$ cat src/rtl/vec_mac_seq_ctrl.sv
// Job sequencer for the NUM_MACS-lane vector MAC: issues operand beats to the adder trees,
// tracks tree latency and accumulates lane sums into one result per job. Optional: VMAC_SEQ_CTRL_OVF_EN.
module vec_mac_seq_ctrl #(
    parameter int WIDTH    = 16,
    parameter int N        = 8,
    parameter int NUM_MACS = 2,
    parameter int LEN_W    = 8,
    parameter int TREE_LAT = 1,
    parameter int ACC_W    = 48
) (
    input  logic                        clk,
    input  logic                        rst,
    input  logic                        cfg_valid,
    output logic                        cfg_ready,
    input  logic [LEN_W-1:0]            cfg_len,
    input  logic                        in_valid,
    output logic                        in_ready,
    input  logic [NUM_MACS*N*WIDTH-1:0] in_a,
    input  logic [NUM_MACS*N*WIDTH-1:0] in_b,
    output logic [NUM_MACS*N*WIDTH-1:0] tree_a,
    output logic [NUM_MACS*N*WIDTH-1:0] tree_b,
    output logic                        tree_en,
    input  logic [NUM_MACS*2*WIDTH-1:0] tree_sum,
    output logic                        out_valid,
    input  logic                        out_ready,
    output logic [ACC_W-1:0]            out_result,
    output logic                        out_ovf,
    output logic                        busy
);

    typedef enum logic [1:0] {IDLE, RUN, DRAIN, DONE} state_t;

    localparam logic [LEN_W-1:0] LEN_ONE = {{(LEN_W-1){1'b0}}, 1'b1};

    state_t                        r_state;
    state_t                        w_state_nxt;
    logic [LEN_W-1:0]              r_len;
    logic [LEN_W-1:0]              r_iss_cnt;
    logic [LEN_W-1:0]              r_ret_cnt;
    logic [ACC_W-1:0]              r_acc;
    logic [NUM_MACS*N*WIDTH-1:0]   r_tree_a;
    logic [NUM_MACS*N*WIDTH-1:0]   r_tree_b;
    logic                          r_tree_en;
    logic                          w_cfg_fire;
    logic                          w_in_fire;
    logic                          w_sum_valid;
    logic [LEN_W-1:0]              w_iss_inc;
    logic [LEN_W-1:0]              w_ret_inc;
    logic [ACC_W-1:0]              w_lane_ext [NUM_MACS];
    logic [ACC_W-1:0]              w_beat_sum;
    logic [ACC_W-1:0]              w_acc_nxt;

    // Handshakes: a transfer happens on a cycle where valid and ready are both high.
    assign w_cfg_fire = (r_state == IDLE) && cfg_valid;
    assign w_in_fire  = (r_state == RUN) && in_valid;
    assign w_iss_inc  = r_iss_cnt + LEN_ONE;
    assign w_ret_inc  = r_ret_cnt + LEN_ONE;

    always_ff @(posedge clk or negedge rst) begin
        if (!rst) r_state <= IDLE;
        else      r_state <= w_state_nxt;
    end

    always_comb begin
        w_state_nxt = r_state;
        cfg_ready   = 1'b0;
        in_ready    = 1'b0;
        out_valid   = 1'b0;
        busy        = 1'b1;
        case (r_state)
            IDLE: begin
                cfg_ready = 1'b1;
                busy      = 1'b0;
                if (cfg_valid) w_state_nxt = (cfg_len == '0) ? DONE : RUN;
            end
            RUN: begin
                in_ready = 1'b1;
                if (w_in_fire && (w_iss_inc == r_len)) w_state_nxt = DRAIN;
            end
            // The final return is checked as it arrives so the result is ready the next cycle.
            DRAIN: begin
                if (w_sum_valid && (w_ret_inc == r_len)) w_state_nxt = DONE;
            end
            DONE: begin
                out_valid = 1'b1;
                if (out_ready) w_state_nxt = IDLE;
            end
            default: w_state_nxt = IDLE;
        endcase
    end

    always_ff @(posedge clk or negedge rst) begin
        if (!rst) begin
            r_len     <= '0;
            r_iss_cnt <= '0;
            r_ret_cnt <= '0;
            r_tree_a  <= '0;
            r_tree_b  <= '0;
            r_tree_en <= 1'b0;
        end else begin
            r_tree_en <= w_in_fire;
            if (w_in_fire) begin
                r_tree_a <= in_a;
                r_tree_b <= in_b;
            end
            if (w_cfg_fire) begin
                r_len     <= cfg_len;
                r_iss_cnt <= '0;
                r_ret_cnt <= '0;
            end else begin
                if (w_in_fire)   r_iss_cnt <= w_iss_inc;
                if (w_sum_valid) r_ret_cnt <= w_ret_inc;
            end
        end
    end

    generate
        if (TREE_LAT == 0) begin : g_no_dly
            assign w_sum_valid = r_tree_en;
        end else begin : g_dly
            logic [TREE_LAT-1:0] r_dly;
            always_ff @(posedge clk or negedge rst) begin
                if (!rst) begin
                    r_dly <= '0;
                end else begin
                    r_dly[0] <= r_tree_en;
                    for (int i = 1; i < TREE_LAT; i++) r_dly[i] <= r_dly[i-1];
                end
            end
            assign w_sum_valid = r_dly[TREE_LAT-1];
        end
    endgenerate

    for (genvar g = 0; g < NUM_MACS; g++) begin : g_lane
        assign w_lane_ext[g] = ACC_W'($signed(tree_sum[g*2*WIDTH +: 2*WIDTH]));
    end

    always_comb begin
        w_beat_sum = '0;
        for (int i = 0; i < NUM_MACS; i++) w_beat_sum = w_beat_sum + w_lane_ext[i];
    end

    assign w_acc_nxt = r_acc + w_beat_sum;

    always_ff @(posedge clk or negedge rst) begin
        if (!rst)             r_acc <= '0;
        else if (w_cfg_fire)  r_acc <= '0;
        else if (w_sum_valid) r_acc <= w_acc_nxt;
    end

`ifdef VMAC_SEQ_CTRL_OVF_EN
    logic r_ovf;
    logic w_ovf_step;

    // Signed overflow: both addends share a sign that the wrapped sum does not.
    assign w_ovf_step = (r_acc[ACC_W-1] == w_beat_sum[ACC_W-1]) &&
                        (w_acc_nxt[ACC_W-1] != r_acc[ACC_W-1]);

    always_ff @(posedge clk or negedge rst) begin
        if (!rst)                           r_ovf <= 1'b0;
        else if (w_cfg_fire)                r_ovf <= 1'b0;
        else if (w_sum_valid && w_ovf_step) r_ovf <= 1'b1;
    end

    assign out_ovf = r_ovf;
`else
    assign out_ovf = 1'b0;
`endif

    assign tree_a     = r_tree_a;
    assign tree_b     = r_tree_b;
    assign tree_en    = r_tree_en;
    assign out_result = r_acc;

endmodule

$ cat config.mk
export PLATFORM = sky130hd
export DESIGN_NAME = vec_mac_seq_ctrl
export DESIGN_NICKNAME = d
export VERILOG_FILES = /design/src/rtl/vec_mac_seq_ctrl.sv
export SDC_FILE = /design/constraint.sdc
export NUM_CORES = 1
export LEC_CHECK = 0
export ABC_AREA = 1
export CORE_AREA = 4 4 444 446
export CTS_BUF_LIST = sky130_fd_sc_hd__clkbuf_8
export DETAILED_ROUTE_END_ITERATION = 10
export DIE_AREA = 0 0 448 450
export SETUP_SLACK_MARGIN = 0.4
export SLEW_MARGIN = 5
export SYNTH_ARGS = -nofsm -noshare
export SYNTH_HDL_FRONTEND = slang
export SYNTH_SLANG_ARGS = --single-unit
export TNS_END_PERCENT = 5
$ cat constraint.sdc
create_clock -name clk -period 2.21 [get_ports clk]
set_input_delay 0.442 -clock clk [delete_from_list [all_inputs] [get_ports clk]]
set_output_delay 0.442 -clock clk [all_outputs]
set_load 0.1 [all_outputs]
---- Yosys cells after proc, flatten, opt, wreduce, memory -nomap -nowiden ----
Cells that the tools add are included.
storage, ports and cells
  bits in registers ....................... 588
  input bits .............................. 589
cells by class
  reduce and logical (&&, ||, !) cells .... 9
  add/subtract/negate cells ............... 4
  equality and inequality tests ........... 9
  mux-type cells .......................... 16
operators by type and width
  kind                   number
  $mux W48               2
  $add A48 B48 Y48       1
  $add A32 B32 Y33       1
  $mux W8                4
  $add A8 B1 Y8 const B  2
  $eq A8 B8 Y1           2
  $mux W2                5
  $logic_not A8 Y1       1
  $pmux W2 S4            1
  $ne A2 B2 Y1 const B   3
  $eq A2 B2 Y1 const B   2
  $logic_and A1 B1 Y1    4
  $mux W1                4
  $reduce_and A4 Y1      1
  $reduce_bool A2 Y1     2
  $eq A2 B1 Y1 const B   1
  $logic_not A2 Y1       1
  $ne A2 B1 Y1 const B   1

---- Longest topological paths before layout ----
Gate-level depths: netlist of the first run.
  word-level depth ........................ 5
  depth in mapped cells ................... 30

---- Least setup slack after synthesis of the first run ----
Ideal clock, no wire load.
  kind .................................... in2reg
  start point ............................. input port tree_sum[0]
  end point ............................... register r_acc[44], in the netlist out_result[44]
  library setup time ...................... 0.120 ns
  path buffers ............................ 0
  slack ................................... -1.259 ns
  data arrival time ....................... 3.349 ns
  stages on the path ...................... 23
  path through ............................ ha_1 > inv_1 > fa_1 > inv_1 > nand3_1 > nand2_1 > nand2_1 > nand2_2 > nand2_1 > nand2_2 > nand2_2 > nand3_1 > nand2_1 > ha_1 > nand2_1 > nor2_1 > nand2_1 > nor4_1 > nand2_1 > nand3_1 > nand2_1 > nand3_1 > nand2_1
between the ends
  longest elaborated chain between the ends .. 4
ends and longest elaborated chain
  element               line  text
  start, declared       23    input logic [NUM_MACS*2*WIDTH-1:0] tree_sum,
  $add A32 B32 Y33      140   for (int i = 0; i < NUM_MACS; i++) w_beat_sum = w_beat_sum + w_lane_ext[i];
  $add A48 B48 Y48      143   assign w_acc_nxt = r_acc + w_beat_sum;
  $mux W48              148   else if (w_sum_valid) r_acc <= w_acc_nxt;
  $mux W48              147   else if (w_cfg_fire) r_acc <= '0;
  end signal, assigned  148
  end, declared         40    logic [ACC_W-1:0] r_acc;
No other way between the ends. The select of a mux whose other input is x is not followed.
A chain may end at the register's enable or synchronous reset.

---- Worst setup path in the final report of the first run ----
  start point ............................. input port tree_sum[39]
  end point ............................... register r_acc[37], in the netlist out_result[37]
Same word-level chain as after synthesis.

==> results of run 1 <==
[metal layers]
metal / share of wire / vias up
met2: 0.54 / 1065
met3: 0.048 / 269
met5: 0 / -
met1: 0.38 / 15300
li1: - / 14500
met4: 0.032 / 0
[stage by stage]
step	setup TNS, ps	hold slack [ps]
2_1_floorplan	-148480	146
3_3_place_gp	-87890	368
3_5_place_dp	-88390	374
4_1_cts	-17060	0.142
5_1_grt	-23810	50.4
6_report	-21220	163
[worst paths after layout]
| path | end | slack (ps) |
|---|---|---|
| min | tree_a[154]$_DFFE_PN0P_ | 160 |
| max in group asynchronous | tree_b[93]$_DFFE_PN0P_ | 1110 |
| max | out_result[37]$_DFFE_PN0P_ | -680 |
| min reg2reg | g_dly.r_dly$_DFF_PN0_ | 390 |
| max reg2reg | out_result[37]$_DFFE_PN0P_ | -40 |
| min in group asynchronous | tree_b[224]$_DFFE_PN0P_ | 170 |
[placed cells by master (no fill, tap or decap), types with 7 or more instances in the layout]
master	count
o21bai_4	7
ha_1	14
dfrtp_2	27
nor3_2	13
buf_4	876
a21oi_4	37
nand4_1	11
nand2_2	87
xnor2_2	7
nor2_4	49
dfrtp_1	561
o21ai_0	26
buf_6	70
nand2_1	1813
nor2_2	27
xor2_1	10
nor2_1	78
dlygate4sd2_1	52
inv_2	28
o21ai_2	28
inv_1	133
ha_4	67
nand3_2	17
nor3_1	10
clkinv_2	9
nand2_4	41
o21ai_4	10
dlygate4sd3_1	151
o21ai_1	34
clkbuf_8	145
nand3_1	39
nand3b_1	11
a21oi_1	35
o22ai_1	12
clkdlybuf4s50_1	523
buf_12	124
xor2_2	10
a21oi_2	52
[cells by family after synthesis]
kind of cell | share of synthesized area
and+or+nand+nor | 0.319
xor gates and xnor gates | 0.0111
adders and majority gates | 0.0406
DFF | 0.535
buffers and inverters | 0.0362
AOI/OAI and AO/OA | 0.0588
other | 0.000136
[area by class of cell]
type | count | area share
Tap cell | 2526 | 0.0597
Clock inverter | 58 | 0.00824
Antenna cell | 6 | 0.000283
Inverter | 127 | 0.00935
Clock buffer | 145 | 0.0377
Sequential cell | 588 | 0.278
Multi-Input combinational cell | 2636 | 0.283
Timing Repair Buffer | 1806 | 0.324
[worst max-delay path: stages]
cell and delay, ps:
dlygate4sd2_1 260, ha_4 280, nand2_1 60, nand2_1 140
a21oi_4 200, nand2_4 100, a21oi_4 200, o21bai_4 110
a21oi_2 150, xnor2_1 80, ha_1 370, buf_6 170
a21oi_4 200, o21ai_4 110, a21oi_4 170, buf_6 120
nand2_4 60, nand2_2 70, nand3b_1 90, nand3_2 150
nand2_1 60
[timing repair]
item,in CTS,in global routing
hold buffers,151,0
gates cloned,1,0
resized for setup,623,346
endpoints found under the hold margin,477,0
setup endpoints to repair,875,1055
setup buffers,54,24
pin swaps,211,133
[registers in the layout, indices dropped and copies added (netlist names)]
register,flops
g_dly.r_dly,1
out_result,48
r_iss_cnt,8
r_len,8
r_ret_cnt,8
r_state,2
tree_a,256
tree_b,256
tree_en,1
==> flow_summary.yaml, run 1 <==
run_status:
  outcome: "finished with violations"
  violations: "negative setup slack"
critical_path:
  path_class: "in -> reg"
  worstReg2RegStart: "out_result[3]$_DFFE_PN0P_"
  reg2regPathDepth: 12
  end_kind: "flop"
  required_ps: 2910
  cp.arrival_ps: 3590
  crit_path_start: "tree_sum[39]"
  crit_path_max_fanout: 4
  start_kind: "primary input"
cells_and_area:
  n_fill_cell: 20500
  multi_input_area_mm2: 0.0150
  nNetsFinal: 5950
  finalNonFillerCells: 7892
  fin_util: 0.275
  area_delta_synth_final_pct: 92.5
  final_area_mm2: 0.0530
  seq_area_mm2: 0.0147
  drive_gt1_frac: 0.337
logic_synthesis:
  syn_nets: 4153
  synth_seq_cells: 588
  async_reset_ff_frac: 1.00
  post-synth-top-area-fraction: 0.535
  netlist.top_cell.by_area: "dfrtp_1"
  synth_cell_types: 53
  synth.avg_cell_area_um2: 7.92
  yosysMostFrequentCell: "nand2_1"
  yosys_warnings: 0
  synth_area_leaders: "dfrtp_1 (53%), nand2_1 (26%), ha_1 (3.9%)"
  synth_edf_count: 0
  netlist_instances: 3476
  seq_area_frac_synth: 0.535
  synth_commonest_cells: "nand2_1 (1918), dfrtp_1 (588), nor2_1 (146), inv_1 (122), a21oi_1 (116)"
  synth_top_flop_cell: "dfrtp_1"
  syn_area_mm2: 0.0275
die:
  core-area_mm2: 0.193
  row_count: 161
  start_util: 0.143
  io_pins: 1155
  die_h_um: 450
  die_w_um: 448
  dieArea_mm2: 0.202
global_routing:
  busiest_layer: "met2"
  grt_use_total: 0.180
  grt.met2_usage: 0.339
  grt_pass1_vias: 31500
  grt_util_met1: 0.205
  grt_overflow: 0
  antenna_found_initial: 36
  grt_pass1_wl_mm: 254
  grt_max_degree: 66
  met3_usage: 0.0296
hold_path:
  min_path_cells: 3
  min_from: "in_a[154]"
  hold_path.class: "in -> reg"
route:
  wl_per_cell_um: 24.0
  drtIter0Drc: 1869
  vias: 31100
  firstDrtPassIters: 7
  viasPerCell: 3.94
  drt_wl_total_mm: 189
  drcViolationCount: 0
  antenna_left: 0
place:
  routabilityCongestion: 0.998
  port_buffers: 1153
  placed_area_mm2: 0.0448
  placed_cells: 7453
  place_ws_ps: -2310
  dp_hpwl_mm: 155
sta:
  max_slew_margin: 0.661
  finalMaxSlewViolations: 0
  hold_viol: 0
  max_freq_mhz: 346
  worstMarginPinSlew_ps: 503
  fin_crit_sh: 1.31
  setup_violations: 45
  skew_ps: 37.8
  setup_slack_ps: -678
  rsz0062_at_grt: "true"
  post-route-min-period_ps: 2890
clock_tree:
  clock-root-buffer: "clkbuf_8"
  path_clk_slew_ps: 50
  cts_tree: "done"
  numCtsBuffers: 114
  clock_latency_ps: 820
  htree_levels: 3
  cts.sinks: 588
  clock_path_buffers: 3
flow_run:
  maxCapViolations: 0
Power of run 1 is not shown: default switching activity piles up to over one toggle a cycle in this logic, so the estimate is an artifact.
==> inputs of run 2 (changes only) <==
- CAP_MARGIN: unset -> 40
==> results of run 2 <==
The final DEF is identical to that of run 1; final timing and power are the same.
Power of run 2 is left out for the same reason.
==> inputs of run 3 (changes only) <==
- CORE_AREA: 4 4 444 446 -> 3 3 443 445
- DIE_AREA: 0 0 448 450 -> 0 0 446 448
==> run 3 against run 2 <==
Effect of this change:
- the flow still finishes with violations (negative setup slack)
- flip-flop and latch count unchanged
- final cell count hardly changed
- clock skew increased by 17 ps
- die area is 0.89% lower
- register-to-register slack worse by 120 ps
- highest routed layer is now met5
==> flow_summary.yaml, run 3 (synthesis results as in run 1) <==
hold_path:
  holdPathEnd: "tree_a[30]$_DFFE_PN0P_"
  hold_path.class: "in -> reg"
  min_from: "in_a[30]"
  min_path_cells: 3
run_status:
  violations: "negative setup slack"
  outcome: "finished with violations"
critical_path:
  crit_buf_inv: 5
  path_common_cell: "nand2_1"
  path_class: "in -> reg"
  crit_path_max_fanout: 3
  cp_top_family: "simple AND/OR/NAND/NOR gates"
  required_ps: 2940
  reg2regPathDepth: 15
  r2r_end: "out_result[40]$_DFFE_PN0P_"
  reg2reg_slack_ps: -160
  worstReg2RegStart: "out_result[0]$_DFFE_PN0P_"
  end_kind: "flop"
  crit_slowest_cell: "ha_4"
  cp.arrival_ps: 3680
  start_kind: "primary input"
  slowest_delay_ps: 310
  crit_cells: 26
cells_and_area:
  area_delta_synth_final_pct: 94.1
  final_common_cell: "nand2_1"
  n_fill_cell: 20400
  final_cell_mix: "nand2_1 (1817), buf_4 (862), dfrtp_1 (555)"
  drive_gt1_frac: 0.351
  fin_util: 0.277
  final_area_mm2: 0.0534
  nNetsFinal: 5927
route:
  drcViolationCount: 0
  antenna_left: 0
  vias: 31000
  wl_per_cell_um: 23.5
  firstDrtPassIters: 6
  drtIter0Drc: 1964
  viasPerCell: 3.93
  drt_wl_total_mm: 186
clock_tree:
  path_clk_slew_ps: 60
  clock_latency_ps: 890
  cts_tree: "done"
  clock-root-buffer: "clkbuf_8"
  numCtsBuffers: 114
  cts.sinks: 588
  htree_levels: 3
  clock_path_buffers: 3
sta:
  whs_ps: 136
  fin_crit_sh: 1.34
  hold_viol: 0
  max_freq_mhz: 338
  skew_ps: 54.6
  rsz0062_at_grt: "true"
  setup_slack_ps: -745
  setup_violations: 45
  worstMarginPinSlew_ps: 766
  finalMaxSlewViolations: 0
  post-route-min-period_ps: 2960
  max_slew_margin: 0.488
  fin_tns_setup_ps: -23050
place:
  placed_area_mm2: 0.0448
  dp_hpwl_mm: 152
  routabilityCongestion: 0.944
  port_buffers: 1153
die:
  die_w_um: 446
  row_count: 161
  die_h_um: 448
  dieArea_mm2: 0.200
  core-area_mm2: 0.193
  start_util: 0.143
  io_pins: 1155
global_routing:
  antenna_found_initial: 30
  grt_pass1_vias: 31300
  grt_use_total: 0.176
  grt_pass1_wl_mm: 247
  grt_max_degree: 66
  grt_overflow: 0
flow_run:
  maxCapViolations: 0
## run 3: cell types whose count changed in the layout (fill, tap and decap cells not counted), moves of 10 or more
cell            before  now
a21oi_1             35   25
a21oi_2             52   62
buf_4              876  862
buf_6               70   86
clkinv_2             9   22
dlygate4sd2_1       52   35
dlygate4sd3_1      151  119
dlymetal6s2s_1       0   14
inv_1              133  111
nand2_2             87   69
nand2_4             41   55
## run 3: worst max-delay path by stage
stage                      start                          to
finish              tree_sum[15]  out_result[41]$_DFFE_PN0P_
global route        tree_sum[15]  out_result[46]$_DFFE_PN0P_
CTS                 tree_sum[34]  out_result[44]$_DFFE_PN0P_
detailed placement   tree_sum[0]  out_result[47]$_DFFE_PN0P_
global placement     tree_sum[0]  out_result[47]$_DFFE_PN0P_
floorplan            tree_sum[0]  out_result[46]$_DFFE_PN0P_
## run 3: final cells by class
class,count,area [um2],share of cell area
antenna,13,32.5,0.000609
clock buffer,151,2080,0.0389
clock inverter,63,547,0.0102
inverter,127,494,0.00925
multi-input combinational,2636,15200,0.285
sequential,588,14800,0.276
tap,2526,3160,0.0592
timing repair buffer,1783,17100,0.320
## run 3: per-stage QoR
step           std cells  setup slack (ps)
2_1_floorplan       3476              -990
3_3_place_gp        7464             -2420
3_5_place_dp        7464             -2310
4_1_cts             7831              -490
5_1_grt             7884              -811
6_report            7887              -745
## run 3: routing by layer
| metal | vias up | GRT usage | wire length, um |
|---|---|---|---|
| met5 | - | 0 | 114 |
| met4 | 18 | 0.0660 | 6960 |
| met3 | 266 | 0.0428 | 11800 |
| met2 | 1120 | 0.328 | 99900 |
| met1 | 15100 | 0.190 | 66800 |
| li1 | 14500 | - | - |
## run 3: tightest hold or removal path: stages
cell             delay (ps)
clkdlybuf4s50_1         410
nand2_1                  80
nand2_1                  50
## run 3: repair_timing
item | in CTS | in global routing
gates cloned | 1 | 0
hold buffers | 119 | 0
setup buffers | 33 | 43
endpoints found under the setup margin | 820 | 998
pin swaps | 219 | 172
endpoints found under the hold margin | 445 | 0
resized for setup | 670 | 405
Power of run 3 is left out for the same reason.
